[src/rtl/hazard_if.sv]
// hazard_if: ID/EX/MEM hazard status in, pipeline sequencing controls out.
interface hazard_if #(parameter int REGADDR_WIDTH = 4, parameter int CNT_WIDTH = 16);
    logic [REGADDR_WIDTH-1:0] id_rs, id_rt, ex_rd;
    logic id_uses_rs, id_uses_rt, id_halt, ex_mem_read, ex_branch_taken, mem_req, mem_ready;
    logic pc_write, pc_sel, if_id_write, if_id_flush, id_ex_flush, pipe_freeze, halted, timeout_err;
    logic [CNT_WIDTH-1:0] stall_cnt, flush_cnt;
    modport master (
        output id_rs, id_rt, ex_rd, id_uses_rs, id_uses_rt, id_halt, ex_mem_read,
               ex_branch_taken, mem_req, mem_ready,
        input  pc_write, pc_sel, if_id_write, if_id_flush, id_ex_flush, pipe_freeze,
               halted, timeout_err, stall_cnt, flush_cnt
    );
    modport slave (
        input  id_rs, id_rt, ex_rd, id_uses_rs, id_uses_rt, id_halt, ex_mem_read,
               ex_branch_taken, mem_req, mem_ready,
        output pc_write, pc_sel, if_id_write, if_id_flush, id_ex_flush, pipe_freeze,
               halted, timeout_err, stall_cnt, flush_cnt
    );
endinterface

[src/rtl/hazard_ctrl.sv]
// hazard_ctrl: 5-stage pipeline sequencing for load-use, branch squash, dmem waits and HALT drain.
module hazard_ctrl #(
    parameter int CNT_WIDTH    = 16,
    parameter int DRAIN_CYCLES = 3,
    parameter int MEM_TIMEOUT  = 255
) (
    input logic clk,
    input logic reset,
    hazard_if.slave h
);
    localparam int TW = $clog2(MEM_TIMEOUT + 1);
    localparam int DW = $clog2(DRAIN_CYCLES + 2);
    typedef enum logic [1:0] {RUN, MEM_WAIT, DRAIN, HALTED} state_t;
    state_t state;
    logic [TW-1:0] tmr;
    logic [DW-1:0] dcnt;
    logic wait_c, load_use, active, br, lu, hl, frz;
    always_comb begin
        wait_c   = h.mem_req & ~h.mem_ready;
        load_use = h.ex_mem_read & ((h.id_uses_rs & (h.id_rs == h.ex_rd)) |
                                    (h.id_uses_rt & (h.id_rt == h.ex_rd)));
        active   = (state == RUN) | (state == MEM_WAIT);
        br       = active & ~wait_c & h.ex_branch_taken;
        lu       = active & ~wait_c & ~br & load_use;
        hl       = active & ~wait_c & ~br & ~lu & h.id_halt;
        frz      = ~reset & (state != HALTED) & wait_c;
        h.pc_write    = ~reset & active & ~wait_c & ~lu & ~hl;
        h.if_id_write = h.pc_write;
        h.pc_sel      = ~reset & br;
        h.if_id_flush = reset | br | (state == HALTED);
        h.id_ex_flush = reset | br | lu | hl | ((state == DRAIN) & ~wait_c) | (state == HALTED);
        h.pipe_freeze = frz;
    end
    // A frozen cycle in DRAIN pauses the drain counter; the wait timer only counts consecutive freezes.
    always_ff @(posedge clk or posedge reset) begin
        if (reset) begin
            state         <= RUN;
            tmr           <= '0;
            dcnt          <= '0;
            h.halted      <= 1'b0;
            h.timeout_err <= 1'b0;
            h.stall_cnt   <= '0;
            h.flush_cnt   <= '0;
        end else if (frz) begin
            tmr <= tmr + 1'b1;
            if (~&h.stall_cnt) h.stall_cnt <= h.stall_cnt + 1'b1;
            if (tmr == TW'(MEM_TIMEOUT - 1)) begin
                h.timeout_err <= 1'b1;
                h.halted      <= 1'b1;
                state         <= HALTED;
            end else if (state == RUN) state <= MEM_WAIT;
        end else begin
            tmr <= '0;
            if (active) begin
                state <= hl ? DRAIN : RUN;
                if (hl) dcnt <= DW'(DRAIN_CYCLES);
                if (br && ~&h.flush_cnt) h.flush_cnt <= h.flush_cnt + 1'b1;
                if (lu && ~&h.stall_cnt) h.stall_cnt <= h.stall_cnt + 1'b1;
            end else if (state == DRAIN) begin
                if (dcnt <= DW'(1)) begin
                    state    <= HALTED;
                    h.halted <= 1'b1;
                end else dcnt <= dcnt - 1'b1;
            end
        end
    end
endmodule

[src/flat_wrapper.sv]
// flat-port wrapper written by rule: the top's interface ports become plain ports
module hazard_ctrl_flat 
#(
    parameter int CNT_WIDTH    = 16,
    parameter int DRAIN_CYCLES = 3,
    parameter int MEM_TIMEOUT  = 255
)
  (clk, reset, h_id_rs, h_id_rt, h_ex_rd, h_id_uses_rs, h_id_uses_rt, h_id_halt, h_ex_mem_read, h_ex_branch_taken, h_mem_req, h_mem_ready, h_pc_write, h_pc_sel, h_if_id_write, h_if_id_flush, h_id_ex_flush, h_pipe_freeze, h_halted, h_timeout_err, h_stall_cnt, h_flush_cnt);
  hazard_if #(.REGADDR_WIDTH(4), .CNT_WIDTH(CNT_WIDTH)) h_i ();
  input logic clk;
  input logic reset;
  input wire logic [$bits(h_i.id_rs)-1:0] h_id_rs;
  input wire logic [$bits(h_i.id_rt)-1:0] h_id_rt;
  input wire logic [$bits(h_i.ex_rd)-1:0] h_ex_rd;
  input wire logic [$bits(h_i.id_uses_rs)-1:0] h_id_uses_rs;
  input wire logic [$bits(h_i.id_uses_rt)-1:0] h_id_uses_rt;
  input wire logic [$bits(h_i.id_halt)-1:0] h_id_halt;
  input wire logic [$bits(h_i.ex_mem_read)-1:0] h_ex_mem_read;
  input wire logic [$bits(h_i.ex_branch_taken)-1:0] h_ex_branch_taken;
  input wire logic [$bits(h_i.mem_req)-1:0] h_mem_req;
  input wire logic [$bits(h_i.mem_ready)-1:0] h_mem_ready;
  output wire logic [$bits(h_i.pc_write)-1:0] h_pc_write;
  output wire logic [$bits(h_i.pc_sel)-1:0] h_pc_sel;
  output wire logic [$bits(h_i.if_id_write)-1:0] h_if_id_write;
  output wire logic [$bits(h_i.if_id_flush)-1:0] h_if_id_flush;
  output wire logic [$bits(h_i.id_ex_flush)-1:0] h_id_ex_flush;
  output wire logic [$bits(h_i.pipe_freeze)-1:0] h_pipe_freeze;
  output wire logic [$bits(h_i.halted)-1:0] h_halted;
  output wire logic [$bits(h_i.timeout_err)-1:0] h_timeout_err;
  output wire logic [$bits(h_i.stall_cnt)-1:0] h_stall_cnt;
  output wire logic [$bits(h_i.flush_cnt)-1:0] h_flush_cnt;
  assign h_i.id_rs = h_id_rs;
  assign h_i.id_rt = h_id_rt;
  assign h_i.ex_rd = h_ex_rd;
  assign h_i.id_uses_rs = h_id_uses_rs;
  assign h_i.id_uses_rt = h_id_uses_rt;
  assign h_i.id_halt = h_id_halt;
  assign h_i.ex_mem_read = h_ex_mem_read;
  assign h_i.ex_branch_taken = h_ex_branch_taken;
  assign h_i.mem_req = h_mem_req;
  assign h_i.mem_ready = h_mem_ready;
  assign h_pc_write = h_i.pc_write;
  assign h_pc_sel = h_i.pc_sel;
  assign h_if_id_write = h_i.if_id_write;
  assign h_if_id_flush = h_i.if_id_flush;
  assign h_id_ex_flush = h_i.id_ex_flush;
  assign h_pipe_freeze = h_i.pipe_freeze;
  assign h_halted = h_i.halted;
  assign h_timeout_err = h_i.timeout_err;
  assign h_stall_cnt = h_i.stall_cnt;
  assign h_flush_cnt = h_i.flush_cnt;
  hazard_ctrl #(.CNT_WIDTH(CNT_WIDTH), .DRAIN_CYCLES(DRAIN_CYCLES), .MEM_TIMEOUT(MEM_TIMEOUT)) u_core (.clk(clk), .reset(reset), .h(h_i));
endmodule
[config.mk]
export PLATFORM = sky130hd
export DESIGN_NAME = hazard_ctrl_flat
export DESIGN_NICKNAME = d
export VERILOG_FILES = /design/src/rtl/hazard_if.sv /design/src/rtl/hazard_ctrl.sv /design/src/flat_wrapper.sv
export SDC_FILE = /design/constraint.sdc
export NUM_CORES = 1
export LEC_CHECK = 0
export ABC_AREA = 1
export CORE_AREA = 8 8 70 102
export CTS_CLUSTER_DIAMETER = 120
export CTS_CLUSTER_SIZE = 10
export DETAILED_ROUTE_END_ITERATION = 10
export DIE_AREA = 0 0 78 110
export GPL_TIMING_DRIVEN = 0
export PLACE_DENSITY = 0.83
export SLEW_MARGIN = 15
export SYNTH_ARGS = -nofsm -noshare
export SYNTH_HDL_FRONTEND = slang
export SYNTH_SLANG_ARGS = --single-unit
[constraint.sdc]
create_clock -name clk -period 3.15 [get_ports clk]
set_input_delay 0.945 -clock clk [delete_from_list [all_inputs] [get_ports clk]]
set_output_delay 0.945 -clock clk [all_outputs]
set_load 0.05 [all_outputs]
==> flow_summary.json <==
{
  "path_class": "in2out",
  "hold_class": "reg2reg",
  "ys_types": 34,
  "crit_chain": "dlygate4sd2_1, inv_1, nor2_2, inv_2, nand2_4, nor2_4, inv_2, nor2_2, nand2_2, and3_4, buf_6, buf_8",
  "slew_violations": 0,
  "r2r_end": "u_core.h.stall_cnt[13]",
  "endpoint_kind": "primary output",
  "vias_per_cell": 5.080,
  "p_comb_share_pct": 5.1,
  "outcome": "completed",
  "finalHoldViolCount": 0,
  "hp-start": "u_core.dcnt[1]",
  "reg2reg_from": "u_core.h.stall_cnt[0]",
  "min_to": "u_core.dcnt[1]",
  "p_leak_nw": 1.673,
  "p_int_w": 0.0008251,
  "fin_total_pwr_w": 0.001057,
  "synth-edff-count": 0,
  "finalWeightedCongestion": 0.8753,
  "clock_power_share_pct": 37.9,
  "register_area_um2": 1176,
  "io_pins": 61,
  "cp-start-kind": "primary input",
  "yosysWarnings": 0,
  "cts_tree": "yes",
  "insertedDiodeCount": 0,
  "rsz0062_at_grt": "false",
  "row_count": 34,
  "post-dp-hpwl_mm": 5.101,
  "swShare_pct": 21.96,
  "yosysSeqAreaShare_pct": 42.08,
  "antenna_left": 0,
  "route.detailed.drc": 0,
  "top_layer": "met4",
  "syn_area_per_cell_um2": 7.616,
  "firstDrtPassIters": 4,
  "post-route-min-period_ps": 3088,
  "fin_crit_sh_pct": 98.02,
  "ys_seq_elements": 47,
  "holdWs_ps": 480.7,
  "setup_violations": 0,
  "powerDensity_nw_per_um2": 290.4,
  "wirelength_mm": 6.845,
  "min_path_cells": 2,
  "clock-sinks": 47,
  "wl_met1_mm": 2.664,
  "max_stage_delay_ps": 230,
  "root_buffer": "clkbuf_8",
  "cap_violations": 0,
  "required_ps": 2200,
  "p_seq_share_pct": 57.0,
  "worst_pin_slew_ps": 575.8,
  "routed-via-count": 2596,
  "synth_nets": 394,
  "dr_wl_met2_mm": 3.706,
  "syn_inst": 367,
  "dieArea_um2": 8580,
  "final_nets": 465,
  "reg2regPathDepth": 9,
  "gr-usage-all-layers_pct": 16.37,
  "clk_latency_ps": 300,
  "reg2reg_slack_ps": 1380,
  "syn_to_final_growth_pct": 30.26,
  "max_slew_margin_pct": 61.40,
  "critPathBufInv": 6,
  "die_w_um": 78,
  "met3_length_um": 275,
  "slowest_stage": "dlygate4sd2_1",
  "hold_buffers": 0,
  "p_sw_w": 0.0002322,
  "ir_drop_mv": 0.3516,
  "dieHeight_um": 110,
  "layout-drive-gt1-share_pct": 12.07,
  "cts_inserted_buffers": 5,
  "h-tree-depth": 2,
  "drt_iter0_drc": 88,
  "arrival_ps": 2140,
  "clock_skew_ps": 7.339,
  "worstPathMaxFanout": 3,
  "fillCellCount": 495,
  "wl_per_cell_um": 13.40,
  "grt_pass1_wl_mm": 11.64,
  "start_util_pct": 49.03,
  "fin_setup_tns_ps": 0,
  "port-buffer-count": 60,
  "cts_buffer_depth": 2,
  "syn_area_um2": 2795,
  "max_freq_mhz": 323.9,
  "core_um2": 5700,
  "grt_antenna_before_repair": 0,
  "clkTransAtPathRegs_ps": 80,
  "grt_max_degree": 25,
  "ys.flop_type": "dfrtp_1",
  "grt-ovfl-total": 0,
  "grt_pass1_vias": 2667,
  "multi_input_area_um2": 1448,
  "async_reset_ff_share_pct": 100.0,
  "critical_path.top_delay_family": "buffers and inverters"
}
[cells in the final DEF (no fill, tap or decap), types with 3 or more instances in the layout]
cell,n
a21oi_1,5
buf_2,3
buf_4,4
buf_6,4
clkbuf_2,3
clkbuf_8,7
clkdlybuf4s15_1,3
clkdlybuf4s50_1,36
clkinvlp_4,3
dfrtp_1,47
dlygate4sd2_1,11
ha_1,6
inv_1,36
inv_2,4
nand2_1,108
nand2_2,5
nand3_1,20
nand3_2,3
nand4_1,5
nor2_1,42
nor2_2,3
nor2_4,3
nor3_1,15
o21ai_0,9
xnor2_1,13
xor2_1,19
[registers in the layout, summed over array words and instances (netlist names)]
signal,flops
u_core.h.flush_cnt,16
u_core.tmr,8
u_core.dcnt,3
u_core.h.timeout_err,1
u_core.h.halted,1
u_core.state,2
u_core.h.stall_cnt,16
[worst max path at each step]
stage,slack (ps),start,depth (start not counted),endpoint
after global routing,2,h_id_rt[1],12,h_pc_write
after floorplan,40,h_ex_rd[1],10,h_pc_write
after detailed placement,-1590,reset,4,h_if_id_flush
after global placement,-1600,reset,4,h_if_id_flush
after CTS,5,h_ex_rd[2],11,h_pc_write
final,60,h_mem_req,12,h_pc_write
[worst reg2reg max path, stage by stage (launching register included)]
cell     delay [ps]
dfrtp_1         440
ha_1            260
nand3_2         140
nor3_4          250
nand4_2         120
nand2_2         100
inv_1            50
buf_2           180
nand2_1          80
nand2_1          50
[Yosys cell counts (2+ instances only)]
cell / n / area, um2
nand2_1: 111 / 416.7
and3_1: 2 / 12.51
buf_6: 2 / 22.52
nand2_2: 3 / 18.77
inv_1: 39 / 146.4
nand4_1: 5 / 31.28
xnor2_1: 13 / 113.9
buf_4: 2 / 15.01
nor3_1: 15 / 75.07
dfrtp_1: 47 / 1176
nor2_1: 45 / 168.9
nand3_1: 22 / 110.1
a21oi_1: 5 / 25.02
o21ai_0: 9 / 45.04
nor2_2: 2 / 12.51
inv_2: 2 / 7.510
buf_2: 2 / 10.01
nor4_1: 2 / 12.51
xor2_1: 19 / 166.4
ha_1: 6 / 75.07
[per-stage QoR]
step / instance area [um2] / util [%] / worst slack (ps) / cells
after global placement: 3495 / 61.30 / -1600 / 499
after CTS: 3622 / 63.54 / 5.385 / 511
final: 3641 / 63.87 / 62.28 / 511
after floorplan: 2804 / - / 43.88 / 367
after detailed placement: 3495 / 61.30 / -1593 / 499
after global routing: 3641 / 63.87 / 1.900 / 511
[metal layers]
layer | track usage (%) | up-vias
met3 | 3.247 | 21
li1 | - | 1298
met5 | 0 | -
met2 | 30.80 | 70
met1 | 17.02 | 1207
met4 | 7.846 | 0
[cell type report]
type	instances	area share [%]
Timing Repair inverter	2	0.3436
Timing Repair Buffer	62	16.12
Multi-Input combinational cell	272	39.76
Clock buffer	7	2.646
Tap cell	72	2.474
Inverter	41	4.330
Buffer	7	1.821
Sequential cell	47	32.30
Clock inverter	1	0.2062
[repair_timing]
item,4_1_cts,5_1_grt
resized for setup,59,17
setup buffers,2,0
pin swaps,16,10
cloned,2,0
setup endpoints to repair,6,5
[logic make-up after synthesis]
kind of cell / after synthesis / synth area share (%)
adders and majority gates: 6 / 2.686
DFF: 47 / 42.08
AOI/OAI and AO/OA: 20 / 4.029
xor gates and xnor gates: 32 / 10.03
buffers and inverters: 48 / 7.744
and+or+nand+nor: 214 / 33.44
[power groups by stage]
stage / clock network (W) / registers, W / logic (W)
final: 0.000400 / 0.000603 / 0.0000541
after global routing: 0.000432 / 0.000603 / 0.0000619
after CTS: 0.000413 / 0.000603 / 0.0000541
after detailed placement: 0 / 0.000615 / 0.0000576
after global placement: 0 / 0.000615 / 0.0000566
after floorplan: 0 / 0.000615 / 0.0000234
Note: power is estimated with default switching activity, not from simulation.
